==> src/rtl/aes_key_sched_ctrl_128.sv <==
// AES-128 key schedule controller: launches the shared expander, captures round keys 0..10,
// and serves them to the encrypt/decrypt cores through one round-robin arbitrated read port.
module aes_key_sched_ctrl_128 #(
    parameter int unsigned NUM_ROUNDS = 10
) (
    input  logic                  clk,
    input  logic                  reset,
    input  logic [127:0]          key_in,
    input  logic                  key_valid,
    output logic                  key_ready,
    output logic                  exp_start,
    output logic [127:0]          exp_key,
    input  logic [127:0]          exp_subkey,
    input  logic [3:0]            exp_cnt,
    input  logic                  exp_valid,
    output logic                  keys_ready,
    output logic [NUM_ROUNDS:0]   avail,
    input  logic                  r0_req,
    input  logic [3:0]            r0_idx,
    input  logic                  r1_req,
    input  logic [3:0]            r1_idx,
    output logic                  r0_gnt,
    output logic                  r1_gnt,
    output logic                  rvalid,
    output logic                  rsel,
    output logic [127:0]          rkey,
    output logic                  rerr
);

    localparam int unsigned KEY_W    = 128;
    localparam int unsigned IDX_W    = 4;
    localparam int unsigned IDX_SPAN = 1 << IDX_W;

    typedef enum logic [1:0] {
        ST_IDLE   = 2'd0,
        ST_EXPAND = 2'd1,
        ST_READY  = 2'd2
    } state_t;

    state_t             state_q;
    state_t             state_d;
    logic               accept;
    logic               wr_sub;
    logic               sub_ok;
    logic               ptr_q;
    logic               r0_elig;
    logic               r1_elig;
    logic               contended;
    logic               gnt_any;
    logic [IDX_W-1:0]   rd_idx;
    logic               rd_err;
    logic [KEY_W-1:0]   rd_data;
    logic [IDX_SPAN-1:0] avail_x;
    logic [KEY_W-1:0]   store [0:NUM_ROUNDS];

    assign sub_ok = exp_valid && (exp_cnt != '0) && (exp_cnt <= IDX_W'(NUM_ROUNDS));

    // Next-state: accept a key whenever not expanding, finish on the last round key
    always_comb begin
        state_d = state_q;
        accept  = 1'b0;
        wr_sub  = 1'b0;
        case (state_q)
            ST_IDLE, ST_READY: begin
                if (key_valid) begin
                    accept  = 1'b1;
                    state_d = ST_EXPAND;
                end
            end
            ST_EXPAND: begin
                if (sub_ok) begin
                    wr_sub = 1'b1;
                    if (exp_cnt == IDX_W'(NUM_ROUNDS)) begin
                        state_d = ST_READY;
                    end
                end
            end
            default: state_d = ST_IDLE;
        endcase
    end

    // Out-of-range indices are always eligible so they can be answered with an error
    assign avail_x   = IDX_SPAN'(avail);
    assign r0_elig   = r0_req && ((r0_idx > IDX_W'(NUM_ROUNDS)) || avail_x[r0_idx]);
    assign r1_elig   = r1_req && ((r1_idx > IDX_W'(NUM_ROUNDS)) || avail_x[r1_idx]);
    assign contended = r0_elig && r1_elig;

    always_comb begin
        r0_gnt = 1'b0;
        r1_gnt = 1'b0;
        if (reset) begin
            if (contended) begin
                r0_gnt = ~ptr_q;
                r1_gnt = ptr_q;
            end else begin
                r0_gnt = r0_elig;
                r1_gnt = r1_elig;
            end
        end
    end

    assign gnt_any = r0_gnt | r1_gnt;
    assign rd_idx  = r1_gnt ? r1_idx : r0_idx;
    assign rd_err  = rd_idx > IDX_W'(NUM_ROUNDS);

    // Slot 0 is being overwritten this edge on accept; forward the incoming key
    always_comb begin
        rd_data = '0;
        if (!rd_err) begin
            if (accept && (rd_idx == '0)) begin
                rd_data = key_in;
            end else begin
                rd_data = store[rd_idx];
            end
        end
    end

    always_ff @(posedge clk) begin
        if (!reset) begin
            state_q    <= ST_IDLE;
            key_ready  <= 1'b1;
            exp_start  <= 1'b0;
            exp_key    <= '0;
            keys_ready <= 1'b0;
            avail      <= '0;
            ptr_q      <= 1'b0;
            rvalid     <= 1'b0;
            rsel       <= 1'b0;
            rkey       <= '0;
            rerr       <= 1'b0;
        end else begin
            state_q   <= state_d;
            key_ready <= (state_d != ST_EXPAND);
            exp_start <= accept;
            if (accept) begin
                exp_key    <= key_in;
                avail      <= {{NUM_ROUNDS{1'b0}}, 1'b1};
                keys_ready <= 1'b0;
            end else if (wr_sub) begin
                avail[exp_cnt] <= 1'b1;
                if (exp_cnt == IDX_W'(NUM_ROUNDS)) begin
                    keys_ready <= 1'b1;
                end
            end
            if (contended) begin
                ptr_q <= ~ptr_q;
            end
            rvalid <= gnt_any;
            if (gnt_any) begin
                rsel <= r1_gnt;
                rkey <= rd_data;
                rerr <= rd_err;
            end
        end
    end

    // Round-key storage; contents are masked by avail so no reset is needed
    always_ff @(posedge clk) begin
        if (reset) begin
            if (accept) begin
                store[0] <= key_in;
            end else if (wr_sub) begin
                store[exp_cnt] <= exp_subkey;
            end
        end
    end

endmodule

==> config.mk <==
export PLATFORM = sky130hd
export DESIGN_NAME = aes_key_sched_ctrl_128
export DESIGN_NICKNAME = d
export VERILOG_FILES = /design/src/rtl/aes_key_sched_ctrl_128.sv
export SDC_FILE = /design/constraint.sdc
export NUM_CORES = 2
export LEC_CHECK = 0
export CORE_AREA = 2 2 375 377
export CTS_BUF_LIST = sky130_fd_sc_hd__clkbuf_16
export DETAILED_ROUTE_END_ITERATION = 16
export DIE_AREA = 0 0 377 379
export PLACE_DENSITY = 0.71
export SETUP_SLACK_MARGIN = 0.3
export SLEW_MARGIN = 30
export SYNTH_ARGS = -nofsm -noshare
export SYNTH_HDL_FRONTEND = slang
export SYNTH_SLANG_ARGS = --single-unit
==> constraint.sdc <==
create_clock -name clk -period 8 [get_ports clk]
set_input_delay 1.6 -clock clk [delete_from_list [all_inputs] [get_ports clk]]
set_output_delay 1.6 -clock clk [all_outputs]
set_load 0.1 [all_outputs]
# Word level (Yosys, flattened, before mapping)
# Memory sizes are Yosys's and may differ from the RTL's.
# Cells that the tools add are included.
# op_classes
reduce_logical	17
n_mux	33
n_eq_ne	4
magnitude_cmp	8
bitwise	4
# ops
op	n
128-bit two-way mux	3
128-bit OR reduction	1
1-bit two-way mux	21
4-bit by 5-bit less-than comparator with 1-bit output, second input constant	3
4-bit > comparator, second input constant	3
11-bit OR	1
1-bit binary-select mux with 4-bit select	2
4-bit two-way mux	2
1-bit logical AND	7
2-bit two-way mux	3
1-bit demux with 4-bit select	1
4-bit equality test, second input constant	1
4-bit by 1-bit greater-or-equal comparator with 1-bit output, second input constant	1
4-bit <= comparator, second input constant	1
4-bit logical NOT	1
2-bit one-hot mux with 2 select lines	1
4-bit nonzero test	1
2-bit OR reduction	2
2-bit by 1-bit equality test with 1-bit output, second input constant	1
2-bit equality test, second input constant	1
2-bit logical NOT	1
1-bit logical OR	2
2-bit by 1-bit inequality test with 1-bit output, second input constant	1
1-bit NOT	2
other kinds (3)	3
# word_totals
n_memories	1
word_cells	79
output_inout_bits	275
inputBits	274
ff_bits	276
ramBits	1408
# mem_list
name	depth	word_bits	rd	rd_clocked_by_memory_dff	write_ports	line_no	rtl
store	11	128	1	0	1	54	logic [KEY_W-1:0] store [0:NUM_ROUNDS];

# Depth between registers and ports, before layout
# logic_depth
ltp_word	12
depth_mapped	14
mapped_depth_nobuf	9

# Least setup slack after synthesis
# Ideal clock, no wire load.
# synth_timing
path_type	input -> register
from	in exp_cnt[1]
to	mem store[1][0] (enable)
n_path_buf	0
setup_slack_ps	-642
setup_ps	617
path_stages	7
arrival_time_ps	8025
path_cell_list	and2_1 -> o21ai_0 -> nand3_1 -> nor2_1 -> nand2_1 -> or2_2 -> nor2_1
# synth_between
elab_chain_len	11
# synth_lines
item	line_no	rtl
from (decl)	14	input logic [3:0] exp_cnt,
parallel branches: the longest is 11 deep, another holds 4-bit <= comparator	n/a	
to (decl)	54	
# Several ways; the timed one is not identified.

# Worst setup path in the final report
# layout_timing
from	in r0_idx[0]
to	out r0_gnt
# layout_between
elab_chain_len	7
# layout_lines
item	line_no	rtl
from (decl)	19	input logic [3:0] r0_idx,
1-bit binary-select mux with 4-bit select	84	assign r0_elig = r0_req && ((r0_idx > IDX_W'(NUM_ROUNDS)) || avail_x[r0_idx]);
1-bit two-way mux (not written as such)	84	
1-bit logical OR *	84	
1-bit logical AND *	84	
1-bit logical AND	86	assign contended = r0_elig && r1_elig;
1-bit two-way mux *	92	if (contended) begin
1-bit two-way mux *	91	if (reset) begin
to (decl)	22	output logic r0_gnt,
# Mark *: on every way between the ends. The rest lies on a longest branch, timed or not. The select of a mux whose other input is x is not followed.

==> impl_metrics.toml <==
[routing]
drtIter0Drc = 5338
drtPass1Iterations = 6
top_layer_used = "met5"
routed_wl_um = 207000
met1_length_um = 82200
vias = 47300
ant_nets = 0
vias_per_cell = 6.35
wl_per_cell_um = 27.9
wl_met2_um = 98000
route.detailed.drc = 0
wl_met3_um = 19300

[worst_setup_path]
worstSetupPathType = "primary input to output port"
cp_slowest_cell = "clkdlybuf4s50_1"
cp_common_cell = "clkdlybuf4s50_1"
crit_chain = "clkdlybuf4s50_1 > mux2i_1 > a31o_1 > or3b_2 > a211oi_1 > clkdlybuf4s50_1"
cp_top_family = "buffers and inverters"
critical_path.max_stage_delay_ps = 1180
end_kind = "output port"
crit_required_ps = 6400
crit_arrival_ps = 4830
critPathMaxFanout = 10
cp-start-kind = "primary input"
critical_path_buf_inv_count = 2

[synth]
synth_cell_type_count = 61
syn_inst = 5090
syn_area_sq_um = 69000
synth-edff-count = 1408
synth_nets = 5364
synth-seq-cells = 1684
ys_seq_area_frac = 0.693
yosys_warnings = 0
async_reset_ff_frac = 0
synth.avg_cell_area_sq_um = 13.6
ys.flop_type = "edfxtp_1"

[power_and_ir_drop]
p_per_area_nw_per_um2 = 244
peakVddDrop_v = 0.000162
p_leak_uw = 0.0278

[cells_and_area]
final_area_sq_um = 81900
fillCellCount = 10600
fin_util = 0.590
drive_gt1_frac = 0.104
mostFrequentLayoutCells = "1408 x edfxtp_1, 656 x nand2_1, 495 x clkdlybuf4s50_1"
area_growth_syn_to_layout_pct = 18.7
nNetsFinal = 5756
final_common_cell = "edfxtp_1"

[floorplan]
ioPinCount = 549
row_count = 137
die_w_um = 377
dieArea_sq_um = 143000
coreArea_sq_um = 139000
start_util = 0.497
die_h_um = 379

[placement]
hpwl_um = 109000
portBuffers = 548
place_area_sq_um = 76300
gp_congestion = 0.828

[clock_tree]
cts_resized = 0
cts_max_path_buffers = 3
cts_tree = "yes"
postCtsSetupRepairBufs = 0
cts_buffers = 171
clkLatencyLatePin_ps = 840
clk_pin_slew_worst_paths_ps = 60
cts_hold_buffers = 0
root_buffer = "clkbuf_16"
cts.sinks = 1684
clock_tree.htree_level_count = 4

[status]
status = "finished clean"

[timing]
slew_headroom = 0.306
fin_crit_sh = 0.804
fin_hold_ws_ps = 463
finalSetupViolations = 0
skew_ps = 25.4
fmax_mhz = 155
max_slew.worst_pin.slew_ps = 1040
final_max_slew_viol_count = 0
fin_crit_ps = 6430
rsz0062_at_grt = "false"
finalHoldViolCount = 0

[job]
drv_cap = 0

[worst_hold_path]
hold_class = "register to register"

[global_routing]
grt_first_pass_wirelength_um = 302000
grt_antenna_before_repair = 9
first_global_vias = 46000
grt_max_degree = 135
groute.usage.overall = 0.284
grt-ovfl-total = 0
## layer usage
metal  vias to the layer above  global-route usage
met5                         -                   0
met4                         6               0.120
met3                       411              0.0534
met2                      2480               0.457
met1                     23800               0.380
li1                      20500                   -
## power by group
group          total, uW  switching (uW)  leakage [uW]  internal, uW
sequential          9730            72.7        0.0149          9650
combinational       2380            1700       0.00997           681
clock               7880            3450       0.00291          4430
## flip-flops by register name, summed over array words and instances (netlist names)
register,flops
rkey,128
ptr_q,1
avail,11
rsel,1
rvalid,1
store,1408
rerr,1
exp_key,128
exp_start,1
key_ready,1
keys_ready,1
state_q,2
## final cells by class
type	count	area, sq um	share of cell area
multi-input combinational	2971	19700	0.240
tap	1807	2260	0.0276
inverter	7	26.3	0.000321
sequential	1684	47800	0.584
clock buffer	172	4300	0.0525
clock inverter	149	1240	0.0152
antenna	4	10.0	0.000122
timing repair buffer	647	6590	0.0805
## logic make-up (layout without fill, tap and decap cells)
kind of cell              Yosys count  count (layout)  synth area share
AOI/OAI and AO/OA                1575            1575             0.163
xor gates and xnor gates            1               1          0.000127
buffers and inverters             435             975            0.0253
DFF                              1684            1684             0.693
muxes                             266             266            0.0418
other                               0               4                 0
and+or+nand+nor                  1129            1129            0.0770
## synth_stat cells (5+ instances only)
library cell	count	area, sq um
mux2_2	131	1480
nand3_1	6	30.0
nor3_1	5	25.0
a221oi_1	128	1120
nand2_1	659	2470
a211oi_2	30	375
buf_1	14	52.6
o21bai_1	128	961
o21ai_1	49	245
clkbuf_1	350	1310
a211oi_1	225	1690
and3_1	257	1610
a22o_1	127	1110
a22oi_1	127	953
and2_1	10	62.6
inv_1	6	22.5
o21ai_0	210	1050
a311oi_1	130	1140
buf_6	5	56.3
nand2b_1	7	43.8
edfxtp_1	1408	42300
nor2b_1	133	832
a21boi_0	128	961
nor2_1	39	146
dfxtp_1	276	5530
buf_2	57	285
a21oi_1	264	1320
mux2i_1	130	1300
## through the flow
| stage | std cells | setup WS [ps] | total power [uW] | TNS (ps) |
|---|---|---|---|---|
| finish | 7441 | 1570 | 20000 | 0 |
| floorplan | 5090 | -642 | 11400 | -564670 |
| detailed placement | 7115 | 1580 | 12300 | 0 |
| global placement | 7109 | 1590 | 12200 | 0 |
| global route | 7440 | 1430 | 20500 | 0 |
| CTS | 7436 | 1580 | 20000 | 0 |
## tightest hold or removal path, stage by stage (launching register included)
cell and delay [ps]:
dfxtp_1 310, nand2_1 40, a21boi_0 60
## worst paths after layout
kind,from,slack (ps),depth (start not counted),to
worst max-delay path,r0_idx[0],1570,6,r0_gnt
worst min-delay path,exp_key[15],460,2,exp_key[15]
worst max register to register,avail[6],3680,9,rkey[76]
worst min register to register,exp_key[15],460,2,exp_key[15]
Note: power is estimated with default switching activity, not from simulation.
